### src/rtl/vga_timing_gen.sv
// Parametrised raster timing generator: free-running h/v counters with registered
// coordinate, active-area, sync and strobe decode, frozen while i_enable is low.
module vga_timing_gen #(
   parameter int H_ACTIVE   = 640,
   parameter int H_FRONT    = 16,
   parameter int H_SYNC     = 96,
   parameter int H_BACK     = 48,
   parameter int V_ACTIVE   = 480,
   parameter int V_FRONT    = 10,
   parameter int V_SYNC     = 2,
   parameter int V_BACK     = 33,
   parameter int H_SYNC_POL = 0,
   parameter int V_SYNC_POL = 0,
   parameter int COORD_W    = 12
) (
   input  logic               i_pix_clk,
   input  logic               i_reset_n,
   input  logic               i_enable,
   output logic [COORD_W-1:0] o_horz_coord,
   output logic [COORD_W-1:0] o_vert_coord,
   output logic               o_in_active_area,
   output logic               o_horz_sync,
   output logic               o_vert_sync,
   output logic               o_line_start,
   output logic               o_frame_start,
   output logic               o_vblank_start
);

   localparam int H_TOTAL = H_ACTIVE + H_FRONT + H_SYNC + H_BACK;
   localparam int V_TOTAL = V_ACTIVE + V_FRONT + V_SYNC + V_BACK;

   generate
      if ((longint'(H_TOTAL) - 1 >= (longint'(1) << COORD_W)) ||
          (longint'(V_TOTAL) - 1 >= (longint'(1) << COORD_W))) begin : g_width_check
         $error("vga_timing_gen: COORD_W too narrow for H_TOTAL/V_TOTAL");
      end
   endgenerate

   localparam logic [COORD_W-1:0] H_LAST = COORD_W'(H_TOTAL - 1);
   localparam logic [COORD_W-1:0] V_LAST = COORD_W'(V_TOTAL - 1);
   localparam logic               HS_ON  = (H_SYNC_POL != 0);
   localparam logic               VS_ON  = (V_SYNC_POL != 0);

   logic [COORD_W-1:0] h_cnt;
   logic [COORD_W-1:0] v_cnt;
   logic [31:0]        h_ext;
   logic [31:0]        v_ext;
   logic               h_active;
   logic               v_active;
   logic               h_sync_on;
   logic               v_sync_on;
   logic               line_first;

   // Range decode is done at 32 bits so sync-end bounds equal to 2**COORD_W cannot wrap.
   assign h_ext      = 32'(h_cnt);
   assign v_ext      = 32'(v_cnt);
   assign h_active   = h_ext < 32'(H_ACTIVE);
   assign v_active   = v_ext < 32'(V_ACTIVE);
   assign h_sync_on  = (h_ext >= 32'(H_ACTIVE + H_FRONT)) &&
                       (h_ext <  32'(H_ACTIVE + H_FRONT + H_SYNC));
   assign v_sync_on  = (v_ext >= 32'(V_ACTIVE + V_FRONT)) &&
                       (v_ext <  32'(V_ACTIVE + V_FRONT + V_SYNC));
   assign line_first = (h_cnt == '0);

   always_ff @(posedge i_pix_clk or negedge i_reset_n) begin
      if (!i_reset_n) begin
         h_cnt            <= '0;
         v_cnt            <= '0;
         o_horz_coord     <= '0;
         o_vert_coord     <= '0;
         o_in_active_area <= 1'b0;
         o_horz_sync      <= ~HS_ON;
         o_vert_sync      <= ~VS_ON;
         o_line_start     <= 1'b0;
         o_frame_start    <= 1'b0;
         o_vblank_start   <= 1'b0;
      end else if (i_enable) begin
         o_horz_coord     <= h_active ? h_cnt : '0;
         o_vert_coord     <= v_active ? v_cnt : '0;
         o_in_active_area <= h_active && v_active;
         o_horz_sync      <= h_sync_on ? HS_ON : ~HS_ON;
         o_vert_sync      <= v_sync_on ? VS_ON : ~VS_ON;
         o_line_start     <= line_first;
         o_frame_start    <= line_first && (v_cnt == '0);
         o_vblank_start   <= line_first && (v_ext == 32'(V_ACTIVE));
         if (h_cnt == H_LAST) begin
            h_cnt <= '0;
            v_cnt <= (v_cnt == V_LAST) ? '0 : v_cnt + 1'b1;
         end else begin
            h_cnt <= h_cnt + 1'b1;
         end
      end else begin
         // Strobes must mark exactly one enabled cycle, so a stalled edge clears them.
         o_line_start   <= 1'b0;
         o_frame_start  <= 1'b0;
         o_vblank_start <= 1'b0;
      end
   end

endmodule

### config.mk
export PLATFORM = sky130hd
export DESIGN_NAME = vga_timing_gen
export DESIGN_NICKNAME = d
export VERILOG_FILES = /design/src/rtl/vga_timing_gen.sv
export SDC_FILE = /design/constraint.sdc
export NUM_CORES = 1
export LEC_CHECK = 0
export CAP_MARGIN = 20
export CORE_MARGIN = 2
export CORE_UTILIZATION = 45
export CTS_BUF_LIST = sky130_fd_sc_hd__clkbuf_8
export CTS_CLUSTER_DIAMETER = 80
export CTS_CLUSTER_SIZE = 24
export DETAILED_ROUTE_END_ITERATION = 16
export PLACE_DENSITY = 0.78
export RECOVER_POWER = 25
export SKIP_LAST_GASP = 1
export SLEW_MARGIN = 40
export SYNTH_ARGS = -nofsm -noshare
export SYNTH_HDL_FRONTEND = slang
export SYNTH_SLANG_ARGS = --single-unit
export TNS_END_PERCENT = 10
### constraint.sdc
create_clock -name i_pix_clk -period 2.61 [get_ports i_pix_clk]
set_clock_uncertainty 0.2 [all_clocks]
set_input_delay 0.6525 -clock i_pix_clk [delete_from_list [all_inputs] [get_ports i_pix_clk]]
set_output_delay 0.6525 -clock i_pix_clk [all_outputs]
set_load 0.02 [all_outputs]
==> impl_metrics.csv, run 1 <==
group,metric,value,unit
power,p_leak,1.34,nW
synthesis,synth-warning-count,0,
synthesis,yosysTopAreaCell,"dfrtp_1",
final_layout,drive_gt1_frac,0.110,
placement,placed_cell_area,0.00286,mm^2
clocking,cts_resized,0,
drt,drtIter0Drc,175,
critical_path,critPathCaptureType,"flip-flop",
critical_path,r2r_start,"h_cnt[6]",
drt,routedWlPerCell,15.6,um
drt,wirelength,5080,um
critical_path,arrival,2.44,ns
critical_path,r2r_slack,0.55,ns
critical_path,worst_ep_required_time,2.66,ns
floorplan,fp.dieH,77.7,um
synthesis,synth_area_leaders,"dfrtp_1, a22o_1, xor2_1",
clocking,cts_max_level,2,
clocking,clockBufferDepth,2,
global_route,grt_pass1_wl,8840,um
sta,tightest_slew,0.906,ns
global_route,track_usage,0.187,
synthesis,avgSynthCellArea,11.2,um^2
synthesis,synth-seq-cells,54,
synthesis,synth_cell_types,43,
drt,ant_nets,0,
synthesis,syn_inst,219,
run_status,outcome,"complete, no violations",
clocking,path_clk_slew,0.10,ns
global_route,grt_max_degree,38,
critical_path,cp-endpoint,"v_cnt[7]",
power,peakVddDrop,270,uV
synthesis,syn_area,0.00244,mm^2
clocking,root_buffer,"clkbuf_8",
critical_path,worstSetupPathType,"in2reg",
critical_path,startpoint,"i_enable",
final_layout,final_cell_mix,"dfrtp_1, clkdlybuf4s50_1, a22o_1",
critical_path,start_kind,"input pin",
critical_path,rr_endpoint,"v_cnt[4]",
power,cellPowerDensity,594,mW/mm^2
sta,slew_violations,0,
floorplan,io-pin-count,33,
placement,gp_routability_congestion,0.896,
clocking,numClockSinks,54,
clocking,cts_hold_buf,0,
final_layout,syn_to_final_growth,21.8,%
floorplan,start_util,0.472,
floorplan,placementRows,26,
sta,setup_viol,0,
synthesis,synthArstFlopShare,1.00,
global_route,grt_pass1_vias,1694,
final_layout,final_nets,261,
hold_path,min_path_type,"in2async",
synthesis,ys.flop_type,"dfrtp_1",
sta,slew_headroom,0.396,
drt,drc,0,
global_route,antenna_found_initial,0,
global_route,overflow,0,
synthesis,synth_top_area_frac,0.533,
sta,rsz0062_at_grt,"no",
synthesis,ys_seq_area_frac,0.554,
power,total_power,0.00177,W
drt,vias,1785,
job,drv_cap,0,
floorplan,chipWidth,77.7,um
clocking,cts_tree,"yes",
final_layout,layout_commonest_cell,"dfrtp_1",
drt,dr.pass1.iters,4,
drt,avgViaCountPerCell,5.49,
floorplan,core_area,0.00517,mm^2
floorplan,dieArea,0.00604,mm^2
clocking,clkLatencyLatePin,0.32,ns
critical_path,cp_max_fo,3,
clocking,cts_buffers,5,
synthesis,synth_edf_count,0,
final_layout,diodes,0,
synthesis,synth_nets,226,
sta,post-route-period-util,0.917,
sta,max_freq,418,MHz
final_layout,design_area,0.00298,mm^2
placement,post-dp-hpwl,3640,um
clocking,postCtsSetupRepairBufs,0,
sta,finalHoldViolCount,0,
critical_path,worst-r2r-cell-count,4,
sta,period_minus_slack,2.39,ns
placement,place.port_buffers,32,
## cell families (layout without fill, tap and decap cells)
family / count (synthesis) / count (layout) / share of synthesized area
AOI/OAI and AO/OA: 40 / 40 / 0.125
xor gates and xnor gates: 12 / 12 / 0.0430
adders and majority gates: 4 / 4 / 0.0205
buffers and inverters: 25 / 61 / 0.0399
DFF: 54 / 54 / 0.554
muxes: 2 / 2 / 0.00870
and+or+nand+nor: 82 / 82 / 0.208
## synthesized netlist by cell type (2+ instances only)
cell / number
a21oi_1: 4
a22o_1: 17
and2_1: 2
and3_1: 3
clkbuf_1: 12
dfrtp_1: 52
dfstp_2: 2
ha_1: 4
inv_1: 12
nand2_1: 9
nand2b_1: 2
nand3_1: 8
nand3b_1: 2
nand4_1: 8
nor2_1: 16
nor2b_1: 8
nor3_1: 5
nor4_1: 4
nor4_4: 2
nor4b_1: 3
o211a_1: 3
o21ai_0: 7
o31ai_1: 3
or2_2: 2
xnor2_1: 5
xor2_1: 7
## metrics by stage
stage | instances | util | worst slack (ns) | hold WS [ns] | setup TNS [ns]
floorplan | 219 | - | 0.247 | 0.157 | 0
global placement | 317 | 0.553 | -0.0724 | 0.274 | -0.163
detailed placement | 317 | 0.553 | -0.115 | 0.267 | -0.365
CTS | 325 | 0.575 | 0.218 | 0.240 | 0
global route | 325 | 0.575 | 0.162 | 0.318 | 0
finish | 325 | 0.575 | 0.216 | 0.249 | 0
## worst min path at each step
| stage | from | endpoint | slack, ns | cells after the start |
|---|---|---|---|---|
| after floorplan | i_reset_n | h_cnt[0] | 0.16 | 0 |
| after global routing | i_reset_n | o_vert_coord[11] | 0.32 | 1 |
| after detailed placement | o_horz_coord[8] | o_horz_coord[8] | 0.27 | 2 |
| final | i_reset_n | o_horz_coord[11] | 0.25 | 1 |
| after global placement | h_cnt[11] | h_cnt[11] | 0.27 | 1 |
| after CTS | i_reset_n | h_cnt[4] | 0.24 | 1 |
## worst max-delay path: stages
cell and delay (ns):
clkdlybuf4s50_1 0.48, or3b_4 0.42, or4_4 0.54, nor3_2 0.18
xor2_1 0.17
## sequential cells by signal, indices dropped and copies added (netlist names)
name	flops
h_cnt	12
o_frame_start	1
o_horz_coord	12
o_horz_sync	1
o_in_active_area	1
o_line_start	1
o_vblank_start	1
o_vert_coord	12
o_vert_sync	1
v_cnt	12
## report_power, final
group	total, W	internal (W)	switching (W)
clock network	0.000570	0.000285	0.000284
logic	0.000215	0.0000954	0.000120
registers	0.000981	0.000890	0.0000910
## per-layer routing
layer,GRT usage,vias up,share of wire
li1,-,854,-
met5,0,-,0
met1,0.275,872,0.48
met2,0.274,52,0.45
met4,0.0696,0,0.016
met3,0.0372,7,0.050
## area by class of cell
cell class	count	area (um^2)
clock inverter	3	45.0
clock buffer	5	68.8
fill	446	2200
sequential	54	1350
inverter	12	45.0
tap	70	87.6
timing repair buffer	41	383
multi-input combinational	140	992
Note: power is estimated with default switching activity, not from simulation.
==> run 2: changes to the inputs <==
--- a/config.mk
+++ b/config.mk
@@ -14,6 +14,7 @@
 export DETAILED_ROUTE_END_ITERATION = 16
 export PLACE_DENSITY = 0.78
 export RECOVER_POWER = 25
+export REMOVE_ABC_BUFFERS = 1
 export SKIP_LAST_GASP = 1
 export SLEW_MARGIN = 40
 export SYNTH_ARGS = -nofsm -noshare
==> run 2 against run 1 <==
  * Routed wire length about the same
  * Setup slack got worse by 0.020 ns
  * Global-route usage decreased by 0.55 points
==> impl_metrics.csv, run 2 (synthesized netlist as in run 1, its figures left out) <==
group,metric,value,unit
global_route,antenna_found_initial,0,
sta,max_freq,414,MHz
drt,ant_nets,0,
power,peakVddDrop,331,uV
sta,setup_viol,0,
floorplan,core_area,0.00517,mm^2
global_route,grt_max_degree,37,
final_layout,multi_input_area,992,um^2
run_status,outcome,"complete, no violations",
final_layout,fillers,434,
floorplan,start_util,0.472,
sta,fin_tns_setup,0,ns
job,drv_cap,0,
clocking,cts_tree,"yes",
final_layout,final_cell_mix,"dfrtp_1, clkdlybuf4s50_1, a22o_1",
final_layout,instances_no_fill,326,
clocking,clkLatencyLatePin,0.31,ns
power,cellPowerDensity,561,mW/mm^2
drt,vias,1796,
sta,rsz0062_at_grt,"no",
sta,tightest_slew,0.965,ns
placement,dp.cells,318,
critical_path,worst_ep_required_time,2.60,ns
critical_path,worstSetupPathType,"in2reg",
placement,post-dp-hpwl,3660,um
hold_path,min_path_type,"in2async",
floorplan,dieArea,0.00604,mm^2
final_layout,syn_to_final_growth,20.8,%
critical_path,cp_max_fo,3,
clocking,cts_buffers,5,
sta,holdWs,0.261,ns
drt,wirelength,5080,um
critical_path,r2r_start,"v_cnt[0]",
final_layout,drive_gt1_frac,0.105,
global_route,grt_pass1_vias,1738,
clocking,cts_hold_buf,0,
final_layout,design_area,0.00295,mm^2
critical_path,rr_endpoint,"v_cnt[10]",
clocking,path_clk_slew,0.10,ns
final_layout,layout_commonest_cell,"dfrtp_1",
sta,slew_headroom,0.356,
clocking,postCtsSetupRepairBufs,0,
floorplan,fp.dieH,77.7,um
critical_path,r2r_slack,0.52,ns
placement,place.port_buffers,32,
drt,drc,0,
sta,slew_violations,0,
clocking,numClockSinks,54,
critical_path,critPathCaptureType,"flip-flop",
global_route,grt_pass1_wl,8670,um
clocking,root_buffer,"clkbuf_8",
placement,gp_routability_congestion,0.885,
final_layout,ff_latch_area,0.00135,mm^2
final_layout,diodes,0,
critical_path,worst-r2r-cell-count,5,
sta,post-route-period-util,0.925,
clocking,clockBufferDepth,2,
clocking,cts_resized,0,
global_route,track_usage,0.182,
sta,finalHoldViolCount,0,
critical_path,arrival,2.40,ns
floorplan,io-pin-count,33,
placement,placed_cell_area,0.00288,mm^2
drt,dr.pass1.iters,4,
drt,avgViaCountPerCell,5.51,
global_route,overflow,0,
power,p_leak,1.34,nW
floorplan,chipWidth,77.7,um
sta,period_minus_slack,2.41,ns
final_layout,final_nets,262,
clocking,cts_max_level,2,
drt,drtIter0Drc,162,
critical_path,start_kind,"input pin",
floorplan,placementRows,26,
drt,routedWlPerCell,15.6,um
[run 2: cell types whose count changed in the layout (fill, tap and decap cells not counted), sizes merged]
cell    previous run  this run
bufinv             1         0
inv               12        13
clkbuf             6         7
[run 2: report_power, final]
group / internal, W / switching (W) / leakage (nW)
Combinational: 0.0000939 / 0.000122 / 0.602
Clock: 0.000185 / 0.000266 / 0.0416
Sequential: 0.000890 / 0.0000977 / 0.694
[run 2: layout make-up]
type	count	share of cell area
well taps	70	0.0297
clock inverters	3	0.00636
repair buffers	42	0.131
flip-flops and latches	54	0.458
clock buffers	5	0.0233
inverters	12	0.0153
multi-input cells	140	0.336
[run 2: through the flow]
stage | util | total power, W | worst slack, ns
CTS | 0.574 | 0.00168 | 0.193
finish | 0.571 | 0.00166 | 0.196
global route | 0.571 | 0.00175 | 0.147
floorplan | - | 0.00111 | 0.393
global placement | 0.557 | 0.00120 | -0.123
detailed placement | 0.557 | 0.00121 | -0.127
[run 2: worst max path at each step]
stage / start / endpoint / slack (ns) / depth (start not counted)
floorplan: i_enable / v_cnt[10] / 0.39 / 4
global placement: i_enable / v_cnt[7] / -0.12 / 5
detailed placement: i_enable / v_cnt[7] / -0.13 / 5
CTS: i_enable / v_cnt[7] / 0.19 / 5
global route: i_enable / v_cnt[6] / 0.15 / 5
finish: i_enable / v_cnt[5] / 0.20 / 5
[run 2: worst max-delay path, cell delays in order]
cell	delay [ns]
clkdlybuf4s50_1	0.51
or3b_4	0.42
or4_4	0.54
o21ai_0	0.18
o31ai_1	0.09
[run 2: per-layer routing]
| layer | up-vias | share of wire | GRT usage | routed length, um |
|---|---|---|---|---|
| met5 | - | 0 | 0 | 0 |
| met4 | 0 | 0.019 | 0.0768 | 95 |
| met3 | 10 | 0.062 | 0.0349 | 317 |
| met2 | 67 | 0.47 | 0.268 | 2380 |
| met1 | 858 | 0.45 | 0.262 | 2290 |
| li1 | 861 | - | - | - |
==> run 3: changes to the inputs <==
--- a/config.mk
+++ b/config.mk
@@ -6,13 +6,15 @@
 export NUM_CORES = 1
 export LEC_CHECK = 0
 export CAP_MARGIN = 20
+export CELL_PAD_IN_SITES_DETAIL_PLACEMENT = 0
+export CELL_PAD_IN_SITES_GLOBAL_PLACEMENT = 1
 export CORE_MARGIN = 2
 export CORE_UTILIZATION = 45
 export CTS_BUF_LIST = sky130_fd_sc_hd__clkbuf_8
 export CTS_CLUSTER_DIAMETER = 80
 export CTS_CLUSTER_SIZE = 24
 export DETAILED_ROUTE_END_ITERATION = 16
-export PLACE_DENSITY = 0.78
+export PLACE_DENSITY = 0.93
 export RECOVER_POWER = 25
 export REMOVE_ABC_BUFFERS = 1
 export SKIP_LAST_GASP = 1
==> run 3 against run 2 <==
  * Sequential cell count is the same
  * Global-route usage barely moved
  * Setup slack gained 0.0049 ns
  * Utilization down 0.073 points
  * Cell count decreased by 0.31%
  * Clock-buffer cell count unchanged
  * Die area unchanged
  * Critical path type unchanged
  * Largest cell class unchanged
==> impl_metrics.csv, run 3 (synthesized netlist as in run 1, its figures left out) <==
group,metric,value,unit
sta,rsz0062_at_grt,"no",
global_route,track_usage,0.182,
drt,routedWlPerCell,15.7,um
final_layout,multi_input_area,992,um^2
sta,finalHoldViolCount,0,
global_route,grt_pass1_wl,8560,um
final_layout,drive_gt1_frac,0.106,
critical_path,crit_chain,"clkdlybuf4s50_1 -> or3b_4 -> or4_4 -> o21ai_0 -> o31ai_1",
clocking,clockBufferDepth,2,
final_layout,diodes,0,
clocking,cts_hold_buf,0,
floorplan,dieArea,0.00604,mm^2
drt,drc,0,
run_status,outcome,"complete, no violations",
clocking,clkLatencyLatePin,0.31,ns
global_route,antenna_found_initial,0,
clocking,postCtsSetupRepairBufs,0,
clocking,cts_max_level,2,
critical_path,cpPeakStageDelay,0.54,ns
critical_path,worstSetupPathType,"in2reg",
placement,post-dp-hpwl,3780,um
job,drv_cap,0,
final_layout,ff_latch_area,0.00135,mm^2
placement,dp.cells,318,
sta,tightest_slew,1.08,ns
clocking,path_clk_slew,0.10,ns
floorplan,chipWidth,77.7,um
final_layout,final_nets,262,
placement,place_ws,-0.0959,ns
sta,setup_viol,0,
clocking,root_buffer,"clkbuf_8",
final_layout,utilization,0.570,
critical_path,worst_ep_required_time,2.60,ns
floorplan,placementRows,26,
clocking,cts_buffers,5,
power,peakVddDrop,276,uV
drt,ant_nets,0,
placement,place.port_buffers,32,
power,cellPowerDensity,562,mW/mm^2
clocking,cts_resized,0,
drt,avgViaCountPerCell,5.54,
final_layout,syn_to_final_growth,20.7,%
critical_path,critPathTopFamily,"simple AND/OR/NAND/NOR gates",
sta,period_minus_slack,2.41,ns
hold_path,min_path_type,"reg2reg",
placement,gp_routability_congestion,0.892,
sta,slew_headroom,0.278,
final_layout,fillers,434,
drt,wirelength,5090,um
power,p_leak,1.33,nW
final_layout,final_cell_mix,"dfrtp_1, clkdlybuf4s50_1, a22o_1",
floorplan,fp.dieH,77.7,um
clocking,numClockSinks,54,
drt,vias,1800,
drt,drtIter0Drc,150,
critical_path,arrival,2.40,ns
drt,dr.pass1.iters,4,
global_route,grt_max_degree,35,
clocking,cts_tree,"yes",
critical_path,slowest_stage,"or4_4",
final_layout,instances_no_fill,325,
floorplan,start_util,0.472,
sta,slew_violations,0,
critical_path,cp.buffers_inverters,1,
final_layout,layout_commonest_cell,"dfrtp_1",
floorplan,core_area,0.00517,mm^2
critical_path,cp_max_fo,3,
critical_path,critPathCaptureType,"flip-flop",
global_route,overflow,0,
critical_path,start_kind,"input pin",
sta,max_freq,415,MHz
sta,holdWs,0.296,ns
sta,post-route-period-util,0.923,
sta,setup_ws,0.201,ns
floorplan,io-pin-count,33,
global_route,grt_pass1_vias,1759,
==> run 3: cell types whose count changed in the layout (fill, tap and decap cells not counted), sizes merged <==
| cell | delta |
|---|---|
| inv | -1 |
==> run 3: worst register-to-register path, delay by kind of cell, from the launching register on <==
family	cells	cell delay, ns
AND/OR/NAND/NOR	2	1.02
flip-flops	1	0.51
AO/OA/AOI/OAI	2	0.29
==> run 3: layout make-up <==
class | count | share of cell area
clock buffer | 5 | 0.0233
clock inverter | 2 | 0.00509
inverter | 12 | 0.0153
multi-input combinational | 140 | 0.336
sequential | 54 | 0.459
tap | 70 | 0.0297
timing repair buffer | 42 | 0.131
==> run 3: stage by stage <==
| stage | power, W | TNS, ns | cell area, um^2 |
|---|---|---|---|
| 3_5_place_dp | 0.00121 | -0.343 | 2880 |
| 4_1_cts | 0.00166 | 0 | 2970 |
| 3_3_place_gp | 0.00121 | -0.217 | 2880 |
| 6_report | 0.00166 | 0 | 2950 |
| 2_1_floorplan | 0.00111 | 0 | 2390 |
| 5_1_grt | 0.00173 | 0 | 2950 |
==> run 3: report_power, final <==
part	leakage (nW)	total (W)	internal (W)	switching [W]
Sequential	0.694	0.000990	0.000890	0.000100
Combinational	0.601	0.000207	0.0000939	0.000113
Clock	0.0362	0.000460	0.000184	0.000276
Total	1.33	0.00166	0.00117	0.000488
==> run 3: path summary, 6_finish.rpt <==
check | from | endpoint | slack, ns | depth (start not counted)
max | i_enable | v_cnt[6] | 0.20 | 5
min | o_vert_sync | o_vert_sync | 0.30 | 2
max reg2reg | h_cnt[5] | v_cnt[4] | 0.48 | 4
min reg2reg | o_vert_sync | o_vert_sync | 0.30 | 2
max in group asynchronous | i_reset_n | o_vert_coord[7] | 0.55 | 2
min in group asynchronous | i_reset_n | h_cnt[5] | 0.31 | 1
==> run 3: routing by layer <==
metal,up-vias,GRT usage,share of wire
met5,-,0,0
met4,0,0.0750,0.014
met3,5,0.0244,0.050
met2,57,0.279,0.47
met1,875,0.260,0.47
li1,863,-,-
